--- src/rtl/io_host_pkg.sv ---
// Shared definitions for the I/O chip host sequencer: state encoding and
// fixed constants for the mode write and the returned-nibble format check.
package io_host_pkg;

   typedef enum logic [2:0] {
      IDLE,
      WRMODE,
      UPD_HI,
      UPD_LO,
      RD,
      TAIL,
      FIN
   } io_state_e;

   // Default chip address that receives the mode nibble.
   localparam logic [5:0] MODE_ADRS_DEF = 6'h08;

   // Upper nibble every well-formed chip read must carry.
   localparam logic [3:0] NIBBLE_PAD = 4'hF;

endpackage

--- src/rtl/io_host_seq.sv ---
// Bus-master sequencer for the I/O chip's nibble RAM. Each accepted START
// writes the mode nibble, pulses UPDATE, then reads NREAD nibbles from
// address 0 upward into SNAP. The FSM state always runs one cycle ahead of
// the registered chip outputs, so every output is a flop and START can be
// re-accepted the cycle after DONE.
module io_host_seq
   import io_host_pkg::*;
#(
   parameter logic [5:0] MODE_ADRS = MODE_ADRS_DEF,
   parameter int         UPD_LEN   = 2,
   parameter int         NREAD     = 8
) (
   input  logic                 CLK,
   input  logic                 RESET,
   input  logic                 START,
   input  logic [3:0]           MODE,
   output logic                 IO_EN,
   output logic                 IO_WR,
   output logic [5:0]           IO_ADRS,
   output logic [7:0]           IO_DOUT,
   output logic                 IO_UPDATE,
   input  logic [7:0]           IO_DIN,
   output logic                 BUSY,
   output logic                 DONE,
   output logic [4*NREAD-1:0]   SNAP,
   output logic                 FMT_ERR
);

   localparam int         UPD_W   = $clog2(UPD_LEN + 1);
   localparam int         IDX_W   = (NREAD > 1) ? $clog2(NREAD) : 1;
   localparam logic [3:0] RD_LAST = 4'(NREAD - 1);

   io_state_e               state_q, state_d;
   logic [UPD_W-1:0]        upd_cnt_q, upd_cnt_d;
   logic [3:0]              rd_idx_q, rd_idx_d;
   logic                    accept;

   logic                    io_en_q, io_en_d;
   logic                    io_wr_q, io_wr_d;
   logic [5:0]              io_adrs_q, io_adrs_d;
   logic                    io_upd_q, io_upd_d;
   logic                    busy_q, busy_d;
   logic                    done_q, done_d;

   logic [3:0]              mode_q;
   logic [NREAD-1:0][3:0]   snap_q;
   logic                    fmt_err_q;
   logic                    cap_v_q;
   logic [IDX_W-1:0]        cap_idx_q;

   // Next state, counters and the chip-side outputs for the coming cycle.
   always_comb begin
      // NOTE: every signal gets a default first so no path through the case leaves one unassigned (no latch).
      state_d   = state_q;
      upd_cnt_d = upd_cnt_q;
      rd_idx_d  = rd_idx_q;
      accept    = 1'b0;
      io_en_d   = 1'b0;
      io_wr_d   = 1'b0;
      io_adrs_d = 6'h00;
      io_upd_d  = 1'b0;
      busy_d    = 1'b1;
      done_d    = 1'b0;
      case (state_q)
         IDLE: begin
            busy_d = 1'b0;
            if (START) begin
               accept    = 1'b1;
               upd_cnt_d = '0;
               rd_idx_d  = '0;
               state_d   = WRMODE;
            end
         end
         WRMODE: begin
            io_en_d   = 1'b1;
            io_wr_d   = 1'b1;
            io_adrs_d = MODE_ADRS;
            upd_cnt_d = UPD_W'(UPD_LEN);
            state_d   = UPD_HI;
         end
         UPD_HI: begin
            io_upd_d  = 1'b1;
            upd_cnt_d = upd_cnt_q - UPD_W'(1);
            if (upd_cnt_q == UPD_W'(1)) state_d = UPD_LO;
         end
         UPD_LO: begin
            // One cycle of UPDATE low so the chip's edge detector re-arms.
            state_d = RD;
         end
         RD: begin
            io_en_d   = 1'b1;
            io_adrs_d = {2'b00, rd_idx_q};
            rd_idx_d  = rd_idx_q + 4'd1;
            if (rd_idx_q == RD_LAST) state_d = TAIL;
         end
         TAIL: begin
            state_d = FIN;
         end
         FIN: begin
            busy_d  = 1'b0;
            done_d  = 1'b1;
            state_d = IDLE;
         end
         default: begin
            busy_d  = 1'b0;
            state_d = IDLE;
         end
      endcase
   end

   // State and counter registers.
   always_ff @(posedge CLK or posedge RESET) begin
      if (RESET) begin
         state_q   <= IDLE;
         upd_cnt_q <= '0;
         rd_idx_q  <= '0;
      end else begin
         // NOTE: non-blocking assignments so every flop samples pre-edge values, independent of statement order.
         state_q   <= state_d;
         upd_cnt_q <= upd_cnt_d;
         rd_idx_q  <= rd_idx_d;
      end
   end

   // Output registers; reset drops any write or UPDATE pulse in flight.
   always_ff @(posedge CLK or posedge RESET) begin
      if (RESET) begin
         io_en_q   <= 1'b0;
         io_wr_q   <= 1'b0;
         io_adrs_q <= 6'h00;
         io_upd_q  <= 1'b0;
         busy_q    <= 1'b0;
         done_q    <= 1'b0;
      end else begin
         io_en_q   <= io_en_d;
         io_wr_q   <= io_wr_d;
         io_adrs_q <= io_adrs_d;
         io_upd_q  <= io_upd_d;
         busy_q    <= busy_d;
         done_q    <= done_d;
      end
   end

   // Mode latch, read-data capture into the addressed SNAP nibble, format check.
   always_ff @(posedge CLK or posedge RESET) begin
      if (RESET) begin
         mode_q    <= 4'h0;
         // NOTE: SNAP is a small flop bank, not a RAM, so it is reset along with everything else.
         snap_q    <= '0;
         fmt_err_q <= 1'b0;
         cap_v_q   <= 1'b0;
         cap_idx_q <= '0;
      end else begin
         // The chip registers read data one cycle after the read strobe.
         cap_v_q   <= io_en_q & ~io_wr_q;
         cap_idx_q <= io_adrs_q[IDX_W-1:0];
         if (accept) begin
            mode_q    <= MODE;
            fmt_err_q <= 1'b0;
         end
         if (cap_v_q) begin
            snap_q[cap_idx_q] <= IO_DIN[3:0];
            if (IO_DIN[7:4] != NIBBLE_PAD) fmt_err_q <= 1'b1;
         end
      end
   end

   assign IO_EN     = io_en_q;
   assign IO_WR     = io_wr_q;
   assign IO_ADRS   = io_adrs_q;
   assign IO_DOUT   = {4'h0, mode_q};
   assign IO_UPDATE = io_upd_q;
   assign BUSY      = busy_q;
   assign DONE      = done_q;
   assign SNAP      = snap_q;
   assign FMT_ERR   = fmt_err_q;

endmodule

--- config.mk ---
export PLATFORM = sky130hd
export DESIGN_NAME = io_host_seq
export DESIGN_NICKNAME = d
export VERILOG_FILES = /design/src/rtl/io_host_pkg.sv /design/src/rtl/io_host_seq.sv
export SDC_FILE = /design/constraint.sdc
export NUM_CORES = 1
export LEC_CHECK = 0
export BUFFER_PORTS_ARGS = -buffer_cell sky130_fd_sc_hd__buf_2
export CAP_MARGIN = 0
export CORE_MARGIN = 4
export CORE_UTILIZATION = 46
export DETAILED_ROUTE_END_ITERATION = 8
export PLACE_DENSITY = 0.75
export SYNTH_ARGS = -nofsm -noshare
export SYNTH_HDL_FRONTEND = slang
export SYNTH_SLANG_ARGS = --single-unit
--- constraint.sdc ---
create_clock -name CLK -period 1.5 [get_ports CLK]
set_input_delay 0.15 -clock CLK [delete_from_list [all_inputs] [get_ports CLK]]
set_output_delay 0.15 -clock CLK [all_outputs]
set_load 0.03 [all_outputs]
# After elaboration in Yosys (flattened, before gate mapping)
# Index checks and enable logic that the tools add are counted.
# totals
register_bits	61
inputBits	15
out_inout_bits	52
# classes
add_sub_neg	2
order_cmp	2
eq_ne	12
n_mux	22
bitwise_logic	2
n_reduce_logical	9
# ops
operator	n
32-bit bitwise mux	1
3-bit case mux with 6 select lines	1
4-bit case mux with 2 select lines	2
4-bit demux with 3-bit select	1
1-bit two-way mux	10
3-bit == test, second input constant	3
3-bit two-way mux	3
4-bit two-way mux	2
3-bit by 2-bit == test with 1-bit output, second input constant	2
2-bit != test, second input constant	3
2-bit case mux with 3 select lines	1
5-bit OR reduction	1
4-bit by 1-bit adder with 4-bit output, second input constant	1
4-bit by 3-bit == test with 1-bit output, second input constant	1
3-bit by 4-bit less-than comparator with 1-bit output, second input constant	1
4-bit != test, second input constant	1
2-bit AND reduction	2
3-bit by 1-bit == test with 1-bit output, second input constant	1
3-bit by 1-bit >= comparator with 1-bit output, second input constant	1
3-bit zero test	1
3-bit AND reduction	1
3-bit nonzero test	1
2-bit by 1-bit == test with 1-bit output, second input constant	1
2-bit two-way mux	1
6 further kinds	6

# Longest topological paths before layout
# depth
ltp_word	5
depth_mapped	5
depth_no_buf	5

# Worst setup path after synthesis
# OpenSTA, ideal clock, no wires.
# synth_path
path_kind	register -> register
startpoint	register state_q[2]
endpoint	register mode_q[0]
setup_time_ns	0.125
t_arrival_ns	1.356
required_ns	1.375
path_slack_ns	0.019
path_stages_with_launch	4
period_less_slack_ns	1.481
path_cell_list	dfrtp_1 -> or4b_1 -> buf_6 -> mux2_4
# synth_via
elab_chain_cells	2
# synth_rtl
item	line_no	rtl
from (decl)	io_host_seq.sv:33	io_state_e state_q, state_d;
from (signal assigned)	io_host_seq.sv:119	state_q <= state_d;
3-bit zero test	io_host_seq.sv:64	case (state_q)
1-bit two-way mux	io_host_seq.sv:64	
to (signal assigned)	io_host_seq.sv:147	mode_q <= 4'h0;
to (signal assigned)	io_host_seq.sv:158	mode_q <= MODE;
to (decl)	io_host_seq.sv:45	logic [3:0] mode_q;
# Every way passes these cells.
# A chain may end at the register's enable or synchronous reset.

# Worst setup path after layout
# layout_path
startpoint	register cap_idx_q[0]
endpoint	register snap_q (netlist bit SNAP[9])
# layout_via
elab_chain_cells	5
elab_cells_between_ends	6
cone_classes	2 x order compare; 3 x mux; 1 x reduce/logical
# layout_rtl
item	line_no	rtl
from (decl)	io_host_seq.sv:49	logic [IDX_W-1:0] cap_idx_q;
from (signal assigned)	io_host_seq.sv:156	cap_idx_q <= io_adrs_q[IDX_W-1:0];
3-bit by 4-bit less-than comparator with 1-bit output (not written as such) or 3-bit by 1-bit >= comparator with 1-bit output (tied branches)	io_host_seq.sv:162	snap_q[cap_idx_q] <= IO_DIN[3:0];
1-bit logical AND (not written as such)	io_host_seq.sv:162	
4-bit two-way mux (not written as such)	io_host_seq.sv:162	
4-bit demux with 3-bit select (*)	io_host_seq.sv:162	
32-bit bitwise mux (*)	io_host_seq.sv:162	
to (signal, indexed assignment)	io_host_seq.sv:162	
to (decl)	io_host_seq.sv:46	logic [NREAD-1:0][3:0] snap_q;
# Mark *: on every way between the ends. The rest lies on a longest branch, timed or not.

==> run summary <==
The worst-path maximum fanout is 4. The number of warnings issued by yosys is 0. The remaining global-route overflow is 0. The die span in x is 79.8 µm.

The floorplan step set the die height to 79.8 µm. Using the TritonRoute via totals, the vias-per-cell ratio works out to 4.96. The global-route wire length before repair is approximately 7.6 mm. The number of antenna diodes in the final layout is 0. The post-synthesis average cell area came out at 14.1 µm². Dividing the detail-routed wire length by the instance count gives 14.6 µm. The I/O pin count is 67. Once the floorplan was initialized, standard cells occupied 48.9% of the core. The placed instances occupy a cell area of 2780 µm².

The leakage dissipation is between 1.5 and 2 nW. The number of nets in the layout is 260. The count of buffers inserted at the top-level ports is 60. The final HPWL from detailed placement is 3.30 mm. The type of origin of the critical path is a register. The highest cell delay on the worst timing path came out at between 300 and 400 ps. The min-delay analysis places its worst path in the category input pin to register. Summed over all layers, the routed wires come to between 4 and 5 mm. After floorplanning, the core was sized to cover 4850 µm². VDD sags by at most ~0.87 mV.

The overall track demand over capacity in global routing is 16.1%. In the post-synthesis netlist, the biggest area contributors are sky130_fd_sc_hd__dfrtp_1 62%, sky130_fd_sc_hd__mux2_2 15%, sky130_fd_sc_hd__mux2_4 2.5%, sky130_fd_sc_hd__buf_4 1.9%, sky130_fd_sc_hd__inv_1 1.1%. The critical path goes through nand2b_1 -> nor3b_4 -> mux2_2. sky130_fd_sc_hd__dfrtp_1 takes more of the synthesized area than any other cell. Counting flops and latches in the post-synthesis netlist gives 59. The kind of end point of the critical path is a register. The arrival time reported for the critical path endpoint is between 1500 and 2000 ps. The floorplan has 25 rows.

The max-slew violation count came out at 0. The count of mapped cells out of synthesis came out at 168. Counting both buffers and inverters, the worst setup path holds a total of 0. Setup repair after global routing could not meet its margin everywhere. The achievable frequency came out at 700 MHz. TritonCTS built the clock tree. The number of H-tree levels is 3. The critical path is of the register to register type. The distinct cell type count after synthesis is 34. The final design area excluding fillers is 3000 µm². The tree is rooted in a sky130_fd_sc_hd__clkbuf_8. Cells with a size suffix above 1 make up between 50% and 60% of the layout. The first routing iteration left 62 violations. Across the routed clock network, the largest skew measured is 8.44 ps. The number of antenna violations at the first check in global routing came to 0. The detailed-route DRC error count came out at 0. In this design, the largest share of critical-path delay is due to simple AND/OR/NAND/NOR gates. The critical path data required time came out at 1720 ps. The area added between synthesis and finish came out at 26.8%. The power per cell area is 1820 nW/µm².

The placer's final routability congestion estimate is 0.749. The largest net degree at the start of global routing is 41. The count of vias placed by the detailed router is 1562. The number of setup buffers added after CTS is 0. The number of global-route vias before repair is around 1600. The flow ran to the end, and the final reports show no timing, DRC or antenna violations. After clock tree synthesis, the clock-pin slew on the worst setup and hold paths is 60 ps.

The setup TNS came out at 0 ps. The die area came out at 6360 µm². The number of failing hold endpoints at the final stage is 0. The clock net in this run drives a total of 59 sinks. The max-cap violation count is 0.

The clock tree buffer depth is 2. The residual antenna-violating net count after detailed routing is 0. On the critical path, the stage with the largest delay is an instance of sky130_fd_sc_hd__dfrtp_1. The part of the Yosys area used for sequential elements is 62.3%. TritonCTS created 9 clock buffers. The top cell type by area accounts for between 60% and 70% of the synthesized area. Setup violations remaining at the end of the flow were counted as 0. The portion of the clock cycle consumed by the worst path in the final layout is 95.3%. The clock latency on the worst-skew pair came out at between 300 and 400 ps.

For this run, the detailed router's first-pass iteration total came to 4. The worst hold margin came out at about 44 ps. In this run the cell area of the synthesized design comes to 2370 µm².

The routed design could run at a clock period as short as around 1400 ps.
logic make-up after synthesis:
| family | synth area share (%) |
|---|---|
| buffers and inverters | 3.96 |
| other | 0.158 |
| adders and majority gates | 1.06 |
| DFF | 62.3 |
| muxes | 18.2 |
| and+or+nand+nor | 10.7 |
| AOI/OAI and AO/OA | 3.64 |
per-stage QoR:
stage	worst slack, ps	total power, mW	utilization (%)	instances
finish	71.2	5.45	62.0	315
global route	-13.8	5.79	62.0	315
CTS	56.1	5.50	61.7	315
detailed placement	-46.4	4.06	57.4	298
global placement	-25.2	4.02	57.4	298
floorplan	18.8	3.51	-	173
what timing repair did:
| action | in CTS | in global routing |
|---|---|---|
| resized for setup | 1 | 3 |
| pin swaps | 0 | 0 |
| hold buffers | 1 | 0 |
| setup endpoints to repair | 4 | 5 |
| hold endpoints to repair | 19 | 0 |
synthesized netlist by cell type:
cell,instances
sky130_fd_sc_hd__a211o_1,1
sky130_fd_sc_hd__a21o_1,2
sky130_fd_sc_hd__a21oi_1,5
sky130_fd_sc_hd__a22o_1,1
sky130_fd_sc_hd__a32o_1,1
sky130_fd_sc_hd__and3_1,4
sky130_fd_sc_hd__buf_1,1
sky130_fd_sc_hd__buf_4,6
sky130_fd_sc_hd__buf_6,1
sky130_fd_sc_hd__clkbuf_1,2
sky130_fd_sc_hd__conb_1,1
sky130_fd_sc_hd__dfrtp_1,59
sky130_fd_sc_hd__ha_1,2
sky130_fd_sc_hd__inv_1,7
sky130_fd_sc_hd__mux2_2,32
sky130_fd_sc_hd__mux2_4,4
sky130_fd_sc_hd__mux2i_1,1
sky130_fd_sc_hd__nand2_1,6
sky130_fd_sc_hd__nand2b_1,2
sky130_fd_sc_hd__nand3_1,3
sky130_fd_sc_hd__nand3b_1,1
sky130_fd_sc_hd__nand4_1,4
sky130_fd_sc_hd__nand4b_1,3
sky130_fd_sc_hd__nor2_1,3
sky130_fd_sc_hd__nor2b_1,1
sky130_fd_sc_hd__nor3_1,3
sky130_fd_sc_hd__nor3_2,1
sky130_fd_sc_hd__nor3b_2,2
sky130_fd_sc_hd__nor4b_1,2
sky130_fd_sc_hd__o21ai_0,2
sky130_fd_sc_hd__o2bb2ai_1,1
sky130_fd_sc_hd__or2b_1,1
sky130_fd_sc_hd__or3b_2,2
sky130_fd_sc_hd__or4b_1,1
worst paths after layout:
path                                         from                endpoint  slack [ps]  depth (start not counted)
setup reg to reg           cap_idx_q[0]$_DFF_PP0_     SNAP[9]$_DFFE_PP0P_          70                          3
hold / removal                            MODE[1]   mode_q[1]$_DFFE_PP0P_          40                          2
max in group asynchronous                   RESET    SNAP[16]$_DFFE_PP0P_         610                          4
hold reg to reg              IO_ADRS[2]$_DFF_PP0_  cap_idx_q[2]$_DFF_PP0_         360                          0
setup / recovery           cap_idx_q[0]$_DFF_PP0_     SNAP[9]$_DFFE_PP0P_          70                          3
min in group asynchronous                   RESET    SNAP[15]$_DFFE_PP0P_         370                          3
sequential cells by signal, summed over array words and instances, names as in the netlist:
register   cells
SNAP          32
IO_ADRS        4
mode_q         4
rd_idx_q       4
cap_idx_q      3
state_q        3
upd_cnt_q      2
BUSY           1
DONE           1
FMT_ERR        1
IO_EN          1
IO_UPDATE      1
IO_WR          1
cap_v_q        1
cell type report:
| type | instances | area (µm²) |
|---|---|---|
| Fill cell | 385 | 1840 |
| Sequential cell | 59 | 1480 |
| Multi-Input combinational cell | 97 | 837 |
| Timing Repair Buffer | 69 | 383 |
| Clock buffer | 11 | 141 |
| Tap cell | 67 | 83.8 |
| Clock inverter | 5 | 52.6 |
| Inverter | 7 | 30.0 |
cell usage in the layout (no fill, tap or decap), types with 5 or more instances in the layout:
cell | netlist | routed
sky130_fd_sc_hd__dfrtp_1 | 59 | 59
sky130_fd_sc_hd__inv_1 | 7 | 6
sky130_fd_sc_hd__buf_4 | 6 | 7
sky130_fd_sc_hd__mux2_2 | 32 | 32
sky130_fd_sc_hd__conb_1 | 1 | 6
sky130_fd_sc_hd__a21oi_1 | 5 | 5
sky130_fd_sc_hd__nand2_1 | 6 | 6
sky130_fd_sc_hd__buf_2 | 0 | 60
sky130_fd_sc_hd__clkbuf_8 | 0 | 10
routing by layer:
layer  share of wire (%)  global-route usage [%]  wire, µm
met1                  42                    20.2      1920
met5                   0                       0         0
met2                  50                    25.3      2300
met3                 6.1                    4.40       283
met4                 2.4                    8.61       112
report_power, final:
| part | switching (mW) | internal [mW] | total, mW |
|---|---|---|---|
| Combinational | 1.17 | 0.709 | 1.88 |
| Clock | 0.609 | 0.803 | 1.41 |
| Sequential | 0.197 | 1.97 | 2.16 |
No activity file was read; power rests on OpenSTA's default activity.
